--- src/rtl/pmem_arb_pkg.sv ---
// Shared types and default widths for the icache/dcache physical-memory arbiter.
package pmem_arb_pkg;

  typedef enum logic [1:0] {
    IDLE,
    BUSY_I,
    BUSY_D
  } arb_state_t;

  localparam int PMEM_ADDR_W = 32;
  localparam int PMEM_LINE_W = 256;

endpackage

--- src/rtl/pmem_arb_select.sv ---
// Combinational grant picker: dcache wins unless the icache has waited through STARVE_MAX dcache grants.
module pmem_arb_select #(
  parameter int STARVE_MAX = 4,
  parameter int STREAK_W   = $clog2(STARVE_MAX + 1)
) (
  input  logic                dreq_i,
  input  logic                ireq_i,
  input  logic [STREAK_W-1:0] streak_i,
  output logic                grant_i_o,
  output logic                grant_d_o
);

  localparam logic [STREAK_W-1:0] STREAK_LIMIT = STREAK_W'(STARVE_MAX);

  always_comb begin
    grant_d_o = dreq_i && (!ireq_i || (streak_i < STREAK_LIMIT));
    grant_i_o = ireq_i && !grant_d_o;
  end

endmodule

--- src/rtl/pmem_arbiter.sv ---
// Shares one cacheline adapter between icache and dcache; one whole-line transaction at a time,
// dcache-priority with a bounded starvation streak for the icache.
module pmem_arbiter
  import pmem_arb_pkg::*;
#(
  parameter int ADDR_W     = PMEM_ADDR_W,
  parameter int LINE_W     = PMEM_LINE_W,
  parameter int STARVE_MAX = 4
) (
  input  logic              clk,
  input  logic              rst,
  input  logic              i_pmem_read,
  input  logic [ADDR_W-1:0] i_pmem_address,
  output logic [LINE_W-1:0] i_pmem_rdata,
  output logic              i_pmem_resp,
  input  logic              d_pmem_read,
  input  logic              d_pmem_write,
  input  logic [ADDR_W-1:0] d_pmem_address,
  input  logic [LINE_W-1:0] d_pmem_wdata,
  output logic [LINE_W-1:0] d_pmem_rdata,
  output logic              d_pmem_resp,
  output logic              pmem_read,
  output logic              pmem_write,
  output logic [ADDR_W-1:0] pmem_address,
  output logic [LINE_W-1:0] pmem_wdata,
  input  logic [LINE_W-1:0] pmem_rdata,
  input  logic              pmem_resp
);

  localparam int STREAK_W = $clog2(STARVE_MAX + 1);
  localparam logic [STREAK_W-1:0] STREAK_LIMIT = STREAK_W'(STARVE_MAX);

  arb_state_t          state_q, state_d;
  logic [STREAK_W-1:0] streak_q, streak_d;
  logic [ADDR_W-1:0]   addr_q, addr_d;
  logic [LINE_W-1:0]   wdata_q, wdata_d;
  logic                rd_q, rd_d;
  logic                op_write_q, op_write_d;
  logic                dreq, grant_i, grant_d;

  assign dreq = d_pmem_read | d_pmem_write;

  pmem_arb_select #(
    .STARVE_MAX (STARVE_MAX),
    .STREAK_W   (STREAK_W)
  ) u_select (
    .dreq_i    (dreq),
    .ireq_i    (i_pmem_read),
    .streak_i  (streak_q),
    .grant_i_o (grant_i),
    .grant_d_o (grant_d)
  );

  always_comb begin
    state_d     = state_q;
    streak_d    = streak_q;
    addr_d      = addr_q;
    wdata_d     = wdata_q;
    rd_d        = rd_q;
    op_write_d  = op_write_q;
    i_pmem_resp = 1'b0;
    d_pmem_resp = 1'b0;
    case (state_q)
      IDLE: begin
        if (grant_d) begin
          state_d    = BUSY_D;
          addr_d     = d_pmem_address;
          wdata_d    = d_pmem_wdata;
          // A simultaneous read+write from the dcache is treated as the writeback.
          op_write_d = d_pmem_write;
          rd_d       = !d_pmem_write;
          if (!i_pmem_read) begin
            streak_d = '0;
          end else if (streak_q != STREAK_LIMIT) begin
            streak_d = streak_q + STREAK_W'(1);
          end
        end else if (grant_i) begin
          state_d    = BUSY_I;
          addr_d     = i_pmem_address;
          op_write_d = 1'b0;
          rd_d       = 1'b1;
          streak_d   = '0;
        end
      end
      BUSY_I: begin
        if (pmem_resp) begin
          i_pmem_resp = 1'b1;
          state_d     = IDLE;
          rd_d        = 1'b0;
          op_write_d  = 1'b0;
        end
      end
      BUSY_D: begin
        if (pmem_resp) begin
          d_pmem_resp = 1'b1;
          state_d     = IDLE;
          rd_d        = 1'b0;
          op_write_d  = 1'b0;
        end
      end
      default: begin
        state_d    = IDLE;
        rd_d       = 1'b0;
        op_write_d = 1'b0;
      end
    endcase
  end

  always_ff @(posedge clk) begin
    if (rst) begin
      state_q    <= IDLE;
      streak_q   <= '0;
      addr_q     <= '0;
      wdata_q    <= '0;
      rd_q       <= 1'b0;
      op_write_q <= 1'b0;
    end else begin
      state_q    <= state_d;
      streak_q   <= streak_d;
      addr_q     <= addr_d;
      wdata_q    <= wdata_d;
      rd_q       <= rd_d;
      op_write_q <= op_write_d;
    end
  end

  assign pmem_read    = rd_q;
  assign pmem_write   = op_write_q;
  assign pmem_address = addr_q;
  assign pmem_wdata   = wdata_q;
  // Read data is broadcast; only the resp pulse tells a cache the line is its own.
  assign i_pmem_rdata = pmem_rdata;
  assign d_pmem_rdata = pmem_rdata;

endmodule

--- config.mk ---
export PLATFORM = sky130hd
export DESIGN_NAME = pmem_arbiter
export DESIGN_NICKNAME = d
export VERILOG_FILES = /design/src/rtl/pmem_arb_pkg.sv /design/src/rtl/pmem_arb_select.sv /design/src/rtl/pmem_arbiter.sv
export SDC_FILE = /design/constraint.sdc
export NUM_CORES = 1
export LEC_CHECK = 0
export BUFFER_PORTS_ARGS = -buffer_cell sky130_fd_sc_hd__buf_2
export CAP_MARGIN = 10
export CORE_AREA = 3 3 542 544
export DETAILED_ROUTE_END_ITERATION = 8
export DIE_AREA = 0 0 545 547
export GPL_ROUTABILITY_DRIVEN = 0
export PLACE_DENSITY = 0.3
export RECOVER_POWER = 100
export SYNTH_ARGS = -nofsm -noshare
export SYNTH_HDL_FRONTEND = slang
export SYNTH_SLANG_ARGS = --single-unit
--- constraint.sdc ---
create_clock -name clk -period 1.8 [get_ports clk]
set_input_delay 0.45 -clock clk [delete_from_list [all_inputs] [get_ports clk]]
set_output_delay 0.45 -clock clk [all_outputs]
set_load 0.005 [all_outputs]
* After elaboration in Yosys (flattened, before gate mapping)
Cells that the tools add are included.
Cells by class: add/subtract/negate cells 1, order comparisons 1, eq/ne operators 6, multiplexer cells 20, bitwise operators 1, reduce and logical (&&, ||, !) cells 13
Operators with widths (count):
- 32-bit 2-to-1 mux | 2
- 3-bit 2-to-1 mux | 4
- 1-bit 2-to-1 mux | 8
- 2-bit 2-to-1 mux | 3
- 3-bit != test (second input constant) | 2
- 2-bit AND reduction | 3
- 1-bit one-hot mux with 2 select lines | 2
- 2-bit one-hot mux with 2 select lines | 1
- 3-bit by 1-bit adder with 3-bit output (second input constant) | 1
- 1-bit zero test | 3
- 3-bit less-than comparator (second input constant) | 1
- 3-bit by 2-bit != test with 1-bit output (second input constant) | 1
- 3-bit AND reduction | 1
- 2-bit by 1-bit == test with 1-bit output (second input constant) | 1
- 2-bit == test (second input constant) | 1
- 1-bit logical AND | 2
- 2-bit zero test | 1
- 2-bit by 1-bit != test with 1-bit output (second input constant) | 1
- 2-bit nonzero test | 1
- 2-bit OR reduction | 1
- 1-bit logical OR | 1
- 1-bit OR | 1
Storage, ports and cells: bits in registers 295, input bits 582, output and inout port bits 804, logic and storage cells 48

* Longest topological paths before layout
Gate-level depths: netlist of the first run.
depth after elaboration 8, gate-level depth with buffers 8, depth with buffers taken out 5

* By module
A second synthesis of the first run with hierarchy kept.
Unflattened totals: cell total of the unflattened synthesis 1820, area, all modules 14566.5 µm²
By module, submodules not included:
- pmem_arbiter | instances 1, cells an instance 1817, area each 14547.7 µm², sequential area each 5905.7 µm²
- pmem_arb_select | instances 1, cells an instance 3, area each 18.8 µm², sequential area each 0.0 µm²

* Worst setup path after synthesis of the first run
OpenSTA, ideal clock, no wires.
path type register to register, start point register state_q[0], end point register wdata_q[229], in the netlist pmem_wdata[229], setup time 132 ps, arrival 1352 ps, data required time 1668 ps, slack 315 ps, cell stages (with the launch flop) 9, path buffers 3, period minus slack after synthesis 1485 ps, cell sequence dfxtp_1 -> inv_1 -> ha_1 -> o21a_1 -> buf_4 -> buf_6 -> buf_4 -> nand3_1 -> a21oi_1
Between the ends: word-level cells in the longest chain between the ends 2
Ends and longest elaborated chain:
- start: declaration | RTL line pmem_arbiter.sv:33 | arb_state_t state_q, state_d;
- start signal: assignment | RTL line pmem_arbiter.sv:118 | state_q <= state_d;
- 2-bit zero test | RTL line pmem_arbiter.sv:63 | case (state_q)
- 2-bit AND reduction (no source line)
- end signal: assignment | RTL line pmem_arbiter.sv:121 | wdata_q <= wdata_d;
- end: declaration | RTL line pmem_arbiter.sv:36 | logic [LINE_W-1:0] wdata_q, wdata_d;
No other way between the ends. A chain may end at the register's enable or synchronous reset.

* Worst setup path in the final report of the first run
start point register state_q[0], end point output port i_pmem_resp
Between the ends: word-level cells in the longest chain between the ends 2
Ends and longest elaborated chain:
- 2-bit by 1-bit == test with 1-bit output | RTL line pmem_arbiter.sv:63
- 1-bit 2-to-1 mux | RTL line pmem_arbiter.sv:63
- end: declaration | RTL line pmem_arbiter.sv:15 | output logic i_pmem_resp,
No other way between the ends.

==> results of run 1 <==
## cell usage after synthesis, types with 2 or more instances
cell | n | share of area
buf_6 | 26 | 0.019
buf_2 | 55 | 0.018
clkbuf_1 | 66 | 0.016
a211oi_2 | 27 | 0.022
nand4_1 | 3 | 0.0012
ha_1 | 5 | 0.0040
nand3_1 | 258 | 0.083
o21ai_1 | 52 | 0.017
clkbuf_2 | 7 | 0.0022
dfxtp_1 | 295 | 0.38
nand2_1 | 35 | 0.0084
a21oi_1 | 295 | 0.095
nor2_1 | 32 | 0.0077
buf_8 | 2 | 0.0019
a211oi_1 | 5 | 0.0024
buf_4 | 517 | 0.25
and2_1 | 3 | 0.0012
o21ai_0 | 208 | 0.067
inv_1 | 4 | 0.00096
## routing by layer
layer | global-route usage | share of wire | vias to the layer above
met5 | 0 | 0.00049 | -
met4 | 0.0521 | 0.063 | 12
met3 | 0.0849 | 0.20 | 433
met2 | 0.145 | 0.43 | 1056
met1 | 0.0855 | 0.31 | 7056
li1 | - | - | 6519
## worst max-delay path by stage
stage	end	cells after the start	slack (ns)	start
finish	i_pmem_resp	4	-0.15	state_q[0]
CTS	i_pmem_resp	4	-0.27	state_q[0]
global route	i_pmem_resp	4	-0.25	state_q[0]
detailed placement	pmem_wdata[14]	6	-0.01	i_pmem_read
floorplan	pmem_wdata[229]	8	0.32	state_q[0]
global placement	pmem_wdata[156]	6	-0.04	i_pmem_read
## where the power goes
| group | total, mW | internal, mW | switching (mW) |
|---|---|---|---|
| logic | 5.18 | 1.99 | 3.19 |
| clock network | 9.73 | 5.93 | 3.80 |
| registers | 7.57 | 7.20 | 0.367 |
## worst max-delay path: cells and delay by family, from the launching register on
family / cells / cell delay [ns]
flip-flops: 1 / 0.33
AND/OR/NAND/NOR: 1 / 0.14
buffers and inverters: 2 / 0.24
adder cells (fa/ha/maj): 1 / 0.16
## registers in the layout, indices dropped and copies added (netlist names)
signal / count
pmem_address: 32
pmem_read: 1
pmem_wdata: 256
pmem_write: 1
state_q: 2
streak_q: 3
## area by class of cell
| type | count | area (µm²) |
|---|---|---|
| inverter | 4 | 15.0 |
| fill | 34100 | 267000 |
| antenna | 14 | 35.0 |
| clock buffer | 66 | 1320 |
| tap | 3900 | 4880 |
| sequential | 295 | 5910 |
| multi-input combinational | 935 | 5140 |
| timing repair buffer | 863 | 5890 |
| clock inverter | 17 | 255 |
## what timing repair did
item,CTS,global route
buffers inserted,6,5
endpoints found under the setup margin,42,69
endpoints found under the hold margin,149,0
hold buffers,149,0
cloned,4,2
resized for setup,54,50
pin swaps,2,0
## cell families after synthesis
logic type               after synthesis
AND/OR/NAND/NOR                      336
AO/OA/AOI/OAI                        594
adder cells (fa/ha/maj)                5
flip-flops                           295
buffers and inverters                678
==> flow_summary.toml, run 1 <==
[cts]
clk_path_buf_depth = 3
h-tree-depth = 2
clock_latency_ns = 0.63
cts_made_buffers = 46
cts_sinks = 295
cts_tree = "yes"
clockRootBuffer = "clkbuf_16"
cts.clk_slew.worst_paths_ns = 0.05

[layout]
layout_common_cells = "buf_2 (377), dfxtp_1 (291), a21oi_1 (267)"
layout_commonest_cell = "buf_2"
fin_cells = 6094
final_core_util = 0.0808
drive_gt1_frac = 0.343
fin_area_mm2 = 0.0234
syn2layout_area_growth_pct = 50.2
finalNetCount = 2732

[global_routing]
grt_pass1_vias = 15400
grt_pass1_wl_um = 183000
overflow = 0
antenna_found_initial = 65
grt_start_max_net_pins = 70
grt_use_total = 0.0955

[synthesis]
synth_top_flop_cell = "dfxtp_1"
synth-simple-area-share = 0.104
synth_top_family_by_area = "buffers and inverters"
yosys_warnings = 0
synth_fa_ha_area_frac = 0.00401
synth_seq_cells = 295
synth_mux_area_frac = 0
avgSynthCellArea_um2 = 8.18
synth_compound_area_frac = 0.208
synth_nets = 2495
synth.distinct_cells = 32
synth_edf_count = 0
synthXorXnorAreaFrac = 0
syn_inst = 1908
ys_async_sr_fraction = 0
yosysSeqAreaShare = 0.378
synthesis.area_mm2 = 0.0156

[timing]
relSlewSlack = 0.702
fin_ws_ns = -0.146
slew_viol_final = 0
period_share = 1.08
fin_worst_skew_ns = 0.0242
setup_tns_ns = -3.46
finalSetupViolations = 80
layout_min_cycle_time_ns = 1.95
max_freq_mhz = 514
hold_viol = 0
whs_ns = 0.0874
max_slew.worst_pin.slew_ns = 0.447
rsz0062_at_grt = "true"

[route]
ant_nets = 0
drc = 0
drt_pre_antenna_iters = 5
via_per_inst = 2.47
drtIter0Drc = 920
wire_per_inst_um = 24.6
routed_wirelength_um = 150000
num_vias = 15100

[pwr]
finalPower_mw = 22.5
powerDensity_mw_per_mm2 = 959
leakage_nw = 8.19
vdd_drop_max_mv = 0.566

[critical_path]
cpPeakStageDelay_ns = 0.33
r2r_cells = 9
cp_common_cell = "buf_6"
rrSetupSlack_ns = -0.11
path_cells = "buf_6 -> ha_4 -> and2_4 -> buf_6"
crit_arrival_ns = 1.50
end_kind = "primary output"
reg2reg_to = "pmem_wdata[54]"
required_ns = 1.35
worst-setup-path-type = "reg2out"
path_max_fanout = 3
r2r_start = "state_q[0]"
critPathSlowestCell = "dfxtp_2"
critPathLaunchType = "flop"

[placement]
dp_cells = 5831
port_buffers = 617
pre_cts_ws_ns = -0.0117
placed_area_mm2 = 0.0199
hpwlAfterDp_um = 128000

[floorplan]
core_mm2 = 0.290
die_w_um = 545
io_pins = 1386
die_y_um = 547
dieArea_mm2 = 0.298
floorplan.initialDensity = 0.0538
fp-row-count = 198

[hold_path]
holdPathEnd = "pmem_address[14]"
min_path_type = "in2reg"
hold_start = "rst"
whs_path_depth = 2

[status]
violations = "setup timing"
status = "finished with violations"

[job]
drv_cap = 0
Note: power is estimated with default switching activity, not from simulation.
==> inputs of run 2 (changes only) <==
--- a/config.mk
+++ b/config.mk
@@ -5,14 +5,16 @@
 export SDC_FILE = /design/constraint.sdc
 export NUM_CORES = 1
 export LEC_CHECK = 0
+export ABC_AREA = 1
 export BUFFER_PORTS_ARGS = -buffer_cell sky130_fd_sc_hd__buf_2
 export CAP_MARGIN = 10
-export CORE_AREA = 3 3 542 544
+export CORE_AREA = 3 3 538 540
 export DETAILED_ROUTE_END_ITERATION = 8
-export DIE_AREA = 0 0 545 547
+export DIE_AREA = 0 0 541 543
 export GPL_ROUTABILITY_DRIVEN = 0
 export PLACE_DENSITY = 0.3
 export RECOVER_POWER = 100
 export SYNTH_ARGS = -nofsm -noshare
 export SYNTH_HDL_FRONTEND = slang
+export SYNTH_HIERARCHICAL = 1
 export SYNTH_SLANG_ARGS = --single-unit
==> run 2 against run 1 <==
The run still ends with setup timing left. Via count fell by 8.2%. Fmax fell by 0.81%. Design area down 3.4%. Combinational power is 19% higher. Power rose by 7.5%. Non-clock buffer count grew 17. Global-route usage up 0.069 points. Register-to-register slack improved by 0.05 ns. Largest cell class is now buffers.
==> flow_summary.toml, run 2 <==
[status]
status = "finished with violations"
violations = "setup timing"

[floorplan]
dieArea_mm2 = 0.294
core_mm2 = 0.285
floorplan.initialDensity = 0.0510
die_y_um = 543
io_pins = 1386
die_w_um = 541
fp-row-count = 196

[layout]
layout_commonest_cell = "nor2_1"
layout_common_cells = "nor2_1 (522), buf_2 (367), dfxtp_1 (284)"
syn2layout_area_growth_pct = 55.8
final_core_util = 0.0795
largest_reg_flops = 256
drive_gt1_frac = 0.298
finalNetCount = 2841

[synthesis]
synth_seq_cells = 295
netlist_top_cells_count = "nor2_1 (521), buf_4 (519), dfxtp_1 (295)"
synth_edf_count = 0
synthesis.area_mm2 = 0.0145
synth_nets = 2525
syn_inst = 1938
yosys_warnings = 6
synth.most_common_cell = "nor2_1"
yosysSeqAreaShare = 0.406
yosys-top-cells-area = "dfxtp_1 (41%), buf_4 (27%), nor2_1 (13%)"
avgSynthCellArea_um2 = 7.50
synth_area_leader_cell = "dfxtp_1"
synth_top_area_frac = 0.406
synth_top_flop_cell = "dfxtp_1"
ys_async_sr_fraction = 0
synth.distinct_cells = 21

[hold_path]
hold_start = "d_pmem_wdata[105]"
whs_path_depth = 3
min_path_type = "in2reg"
holdPathEnd = "pmem_wdata[105]"

[global_routing]
grt_pass1_vias = 13900
grt_use_total = 0.0962
overflow = 0
antenna_found_initial = 59
grt_start_max_net_pins = 65
grt_pass1_wl_um = 178000

[cts]
cts_sinks = 295
cts_tree = "yes"
cts_made_buffers = 47
clockRootBuffer = "clkbuf_16"
clk_path_buf_depth = 3
cts.clk_slew.worst_paths_ns = 0.06
h-tree-depth = 2
clock_latency_ns = 0.69

[timing]
max_slew.worst_pin.slew_ns = 0.559
relSlewSlack = 0.627
fin_ws_ns = -0.161
hold_viol = 0
fin_worst_skew_ns = 0.0551
layout_min_cycle_time_ns = 1.96
period_share = 1.09
whs_ns = 0.0788
slew_viol_final = 0
finalSetupViolations = 38
max_freq_mhz = 510
rsz0062_at_grt = "true"

[pwr]
finalPower_mw = 24.2
powerDensity_mw_per_mm2 = 1070
vdd_drop_max_mv = 0.586
leakage_nw = 8.86

[route]
routed_wirelength_um = 149000
num_vias = 13800
via_per_inst = 2.28
ant_nets = 0
drc = 0
drt_pre_antenna_iters = 5
wire_per_inst_um = 24.5
drtIter0Drc = 738

[critical_path]
cpPeakStageDelay_ns = 0.32
worst-setup-path-type = "reg2out"
startpoint = "state_q[0]"
end_kind = "primary output"
critPathSlowestCell = "dfxtp_2"
path_cells = "buf_6 -> ha_4 -> nand2_2 -> inv_2 -> buf_12"
required_ns = 1.35
r2r_start = "state_q[1]"
rrSetupSlack_ns = -0.06
path_max_fanout = 2
r2r_cells = 7
crit_arrival_ns = 1.51
critPathLaunchType = "flop"
reg2reg_to = "pmem_wdata[181]"

[job]
drv_cap = 0

[placement]
hpwlAfterDp_um = 131000
port_buffers = 617
run 2: cell count changes after synthesis, moves of 5 or more:
| cell | previous run | this run |
|---|---|---|
| a21oi_1 | 295 | 36 |
| inv_1 | 4 | 14 |
| clkbuf_2 | 7 | 0 |
| o21ai_0 | 208 | 218 |
| o21ai_1 | 52 | 40 |
| clkbuf_1 | 66 | 49 |
| nand2_1 | 35 | 182 |
| a211oi_1 | 5 | 0 |
| buf_2 | 55 | 43 |
| nand3_1 | 258 | 4 |
| nor2_1 | 32 | 521 |
| a211oi_2 | 27 | 0 |
| buf_6 | 26 | 2 |
run 2: through the flow:
stage	cells	setup WS, ns	TNS (ns)	area (µm²)
after CTS	6051	-0.314	-2.28	22800
after floorplan	1938	0.0751	0	14500
final	6070	-0.161	-1.06	22700
after global routing	6064	-0.280	-29.04	22600
after detailed placement	5775	-0.318	-50.45	18900
after global placement	5775	-0.284	-44.63	18900
run 2: logic make-up (layout without fill, tap and decap cells):
kind of cell,Yosys count,count (layout),share of synthesized area
simple gates,711,711,0.185
buf+inv,631,984,0.302
compound gates,296,296,0.103
flops,295,295,0.406
fa+ha+maj,5,5,0.00430
other cells,0,17,0
run 2: worst max-delay path by stage:
stage	slack (ns)	end	cells past startpoint
floorplan	0.08	pmem_wdata[155]	8
global placement	-0.28	pmem_wdata[182]	8
detailed placement	-0.32	pmem_wdata[182]	8
CTS	-0.31	d_pmem_resp	5
global route	-0.28	i_pmem_resp	5
finish	-0.16	i_pmem_resp	5
run 2: critical path, delay by kind of cell (launching register included):
kind / cells / cell delay, ns
buffers and inverters: 3 / 0.28
DFF: 1 / 0.32
and+or+nand+nor: 1 / 0.05
adders and majority gates: 1 / 0.14
run 2: power breakdown:
part | switching, mW | leakage, nW | internal (mW) | total [mW]
logic | 3.94 | 5.61 | 2.22 | 6.16
registers | 0.517 | 2.46 | 7.45 | 7.97
clock network | 3.98 | 0.789 | 6.05 | 10.0
total | 8.44 | 8.86 | 15.7 | 24.2
run 2: metal layers:
layer | vias to the layer above | GRT usage | wire length (µm)
met1 | 6070 | 0.0795 | 43000
met2 | 1084 | 0.143 | 61700
met3 | 422 | 0.0999 | 34100
met5 | - | 0.00559 | 388
li1 | 6238 | - | -
met4 | 29 | 0.0549 | 9440
run 2: repair_timing:
action                                  4_1_cts  5_1_grt
cloned                                        1        1
hold buffers                                188        0
endpoints found under the setup margin       97      154
pin swaps                                     2        3
endpoints found under the hold margin       184        0
resized for setup                           151       18
setup buffers                                 1        1
run 2: area by class of cell:
cell class              instances  area [µm²]
well taps                    3762        4710
multi-input cells            1012        4250
clock inverters                23         315
clock buffers                  63        1330
diodes                         17        42.5
fillers                     33600      262000
flip-flops and latches        295        5920
repair buffers                880        6010
inverters                      18        87.6
==> inputs of run 3 (changes only) <==
--- a/config.mk
+++ b/config.mk
@@ -8,11 +8,13 @@
 export ABC_AREA = 1
 export BUFFER_PORTS_ARGS = -buffer_cell sky130_fd_sc_hd__buf_2
 export CAP_MARGIN = 10
-export CORE_AREA = 3 3 538 540
+export CELL_PAD_IN_SITES_DETAIL_PLACEMENT = 1
+export CELL_PAD_IN_SITES_GLOBAL_PLACEMENT = 1
+export CORE_AREA = 3 3 535 537
 export DETAILED_ROUTE_END_ITERATION = 8
-export DIE_AREA = 0 0 541 543
+export DIE_AREA = 0 0 538 540
 export GPL_ROUTABILITY_DRIVEN = 0
-export PLACE_DENSITY = 0.3
+export PLACE_DENSITY = 0.32
 export RECOVER_POWER = 100
 export SYNTH_ARGS = -nofsm -noshare
 export SYNTH_HDL_FRONTEND = slang
==> run 3 against run 2 <==
The flow still finishes with violations (setup timing). Utilization up 0.31 points. Clock skew up 0.0017 ns. Sequential power about the same. Sequential share of layout area down 0.74 points. Power grew 2.5%. Fmax fell by 2.0%. Largest cell class unchanged. Highest routed layer unchanged.
==> flow_summary.toml, run 3 (synthesis gave the netlist of run 2 again) <==
[timing]
finalSetupViolations = 68
max_freq_mhz = 500
whs_ns = 0.0529
period_share = 1.11
fin_worst_skew_ns = 0.0568
slew_viol_final = 0
rsz0062_at_grt = "true"
setup_tns_ns = -1.92
relSlewSlack = 0.590
layout_min_cycle_time_ns = 2.00
fin_ws_ns = -0.201
max_slew.worst_pin.slew_ns = 0.608
hold_viol = 0

[status]
status = "finished with violations"
violations = "setup timing"

[floorplan]
fp-row-count = 195
die_w_um = 538
core_mm2 = 0.282
io_pins = 1386
die_y_um = 540
dieArea_mm2 = 0.291
floorplan.initialDensity = 0.0516

[layout]
largest_reg_flops = 256
fillers = 33900
syn2layout_area_growth_pct = 60.2
multi_input_area_mm2 = 0.00438
layout_commonest_cell = "nor2_1"
final_core_util = 0.0826
register_area_mm2 = 0.00591
finalNetCount = 2890
layout_common_cells = "nor2_1 (506), buf_2 (369), dfxtp_1 (288)"
fin_cells = 6097
drive_gt1_frac = 0.324

[cts]
cts_made_buffers = 47
cts_sinks = 295
clock_latency_ns = 0.71
clockRootBuffer = "clkbuf_16"
h-tree-depth = 2
cts_tree = "yes"
cts.clk_slew.worst_paths_ns = 0.06
clk_path_buf_depth = 3

[hold_path]
min_path_type = "in2reg"
hold_start = "d_pmem_wdata[115]"

[critical_path]
cp_num_buf_inv = 4
end_kind = "primary output"
endpoint = "d_pmem_resp"
critPathLaunchType = "flop"
r2r_start = "state_q[1]"
reg2reg_to = "pmem_wdata[55]"
path_cells = "inv_2 -> buf_6 -> ha_4 -> nand2_4 -> inv_2 -> buf_6"
critPathSlowestCell = "dfxtp_2"
rrSetupSlack_ns = -0.06
cpPeakStageDelay_ns = 0.33
required_ns = 1.35
worst-setup-path-type = "reg2out"
startpoint = "state_q[0]"
path_max_fanout = 2
crit_arrival_ns = 1.55
crit_cells = 6
r2r_cells = 10
cp_top_family = "flip-flops"

[placement]
port_buffers = 617
hpwlAfterDp_um = 116000
dp_cells = 5797

[pwr]
p_switching_mw = 8.75
p_clk_frac = 0.406
seqPwrFrac = 0.322
vdd_drop_max_mv = 0.685
netSwitchingFraction = 0.353
power_frac_comb = 0.272
leakage_nw = 9.20
powerDensity_mw_per_mm2 = 1060
finalPower_mw = 24.8
p_int_mw = 16.0

[global_routing]
overflow = 0
grt_pass1_vias = 14300
antenna_found_initial = 68
grt_start_max_net_pins = 56
grt_pass1_wl_um = 163000
grt_use_total = 0.0871

[route]
ant_nets = 0
drc = 0
via_per_inst = 2.29
routed_wirelength_um = 139000
drtIter0Drc = 392
drt_pre_antenna_iters = 4
num_vias = 14000
wire_per_inst_um = 22.7

[job]
drv_cap = 0
==> run 3: cell types whose count changed in the layout (fill, tap and decap cells not counted), moves of 13 or more <==
cell	previous run	this run
clkbuf_1	119	136
o21ai_2	0	13
o21ai_1	47	82
nor2_2	0	15
buf_4	78	118
nor2_1	522	506
clkbuf_4	40	25
dlygate4sd3_1	188	173
o21ai_0	211	163
==> run 3: per-layer routing <==
| metal | wire length (µm) | track usage |
|---|---|---|
| met5 | 90 | 0 |
| met4 | 9610 | 0.0540 |
| met3 | 25500 | 0.0731 |
| met2 | 59500 | 0.133 |
| met1 | 43900 | 0.0776 |
==> run 3: worst min path at each step <==
| stage | to | slack, ns | cells after the start |
|---|---|---|---|
| detailed placement | pmem_address[2] | 0.46 | 2 |
| global route | pmem_wdata[115] | 0.005 | 3 |
| CTS | pmem_wdata[149] | 0.0006 | 3 |
| floorplan | pmem_read | 0.46 | 2 |
| finish | pmem_wdata[115] | 0.05 | 3 |
| global placement | pmem_address[11] | 0.45 | 2 |
==> run 3: area by class of cell <==
| class | count | area share |
|---|---|---|
| Sequential cell | 295 | 0.254 |
| Clock buffer | 63 | 0.0569 |
| Tap cell | 3743 | 0.201 |
| Antenna cell | 15 | 0.00161 |
| Clock inverter | 22 | 0.0129 |
| Inverter | 18 | 0.00457 |
| Multi-Input combinational cell | 1012 | 0.188 |
| Timing Repair inverter | 5 | 0.00381 |
| Timing Repair Buffer | 924 | 0.277 |
==> run 3: metrics by stage <==
stage                     area [µm²]  setup WS [ns]
final                          23300         -0.201
after global routing           23300         -0.301
after CTS                      22800         -0.331
after detailed placement       19100         -0.417
after global placement         19100         -0.412
after floorplan                14500         0.0751
==> run 3: timing repair <==
| action | CTS | global route |
|---|---|---|
| hold buffers | 173 | 0 |
| gates cloned | 0 | 22 |
| setup buffers | 1 | 4 |
| pin swaps | 3 | 1 |
| endpoints found under the hold margin | 171 | 0 |
| setup endpoints to repair | 297 | 263 |
| resized for setup | 127 | 109 |
==> run 3: worst reg2reg max path, stage by stage, from the launching register on <==
cell and delay, ns:
dfxtp_2 0.33, inv_2 0.04, buf_4 0.12, ha_2 0.19, nand2_4 0.18, buf_12 0.28
buf_12 0.19, inv_8 0.07, buf_6 0.16, nor2_1 0.09, nor2_1 0.05
==> run 3: power groups by stage <==
stage               clock network [mW]  logic [mW]  registers, mW
CTS                               10.7        6.42           7.97
floorplan                            0        2.80           8.09
detailed placement                   0        5.84           8.08
global placement                     0        5.84           8.06
global route                      10.8        7.62           8.09
finish                            10.0        6.75           7.97
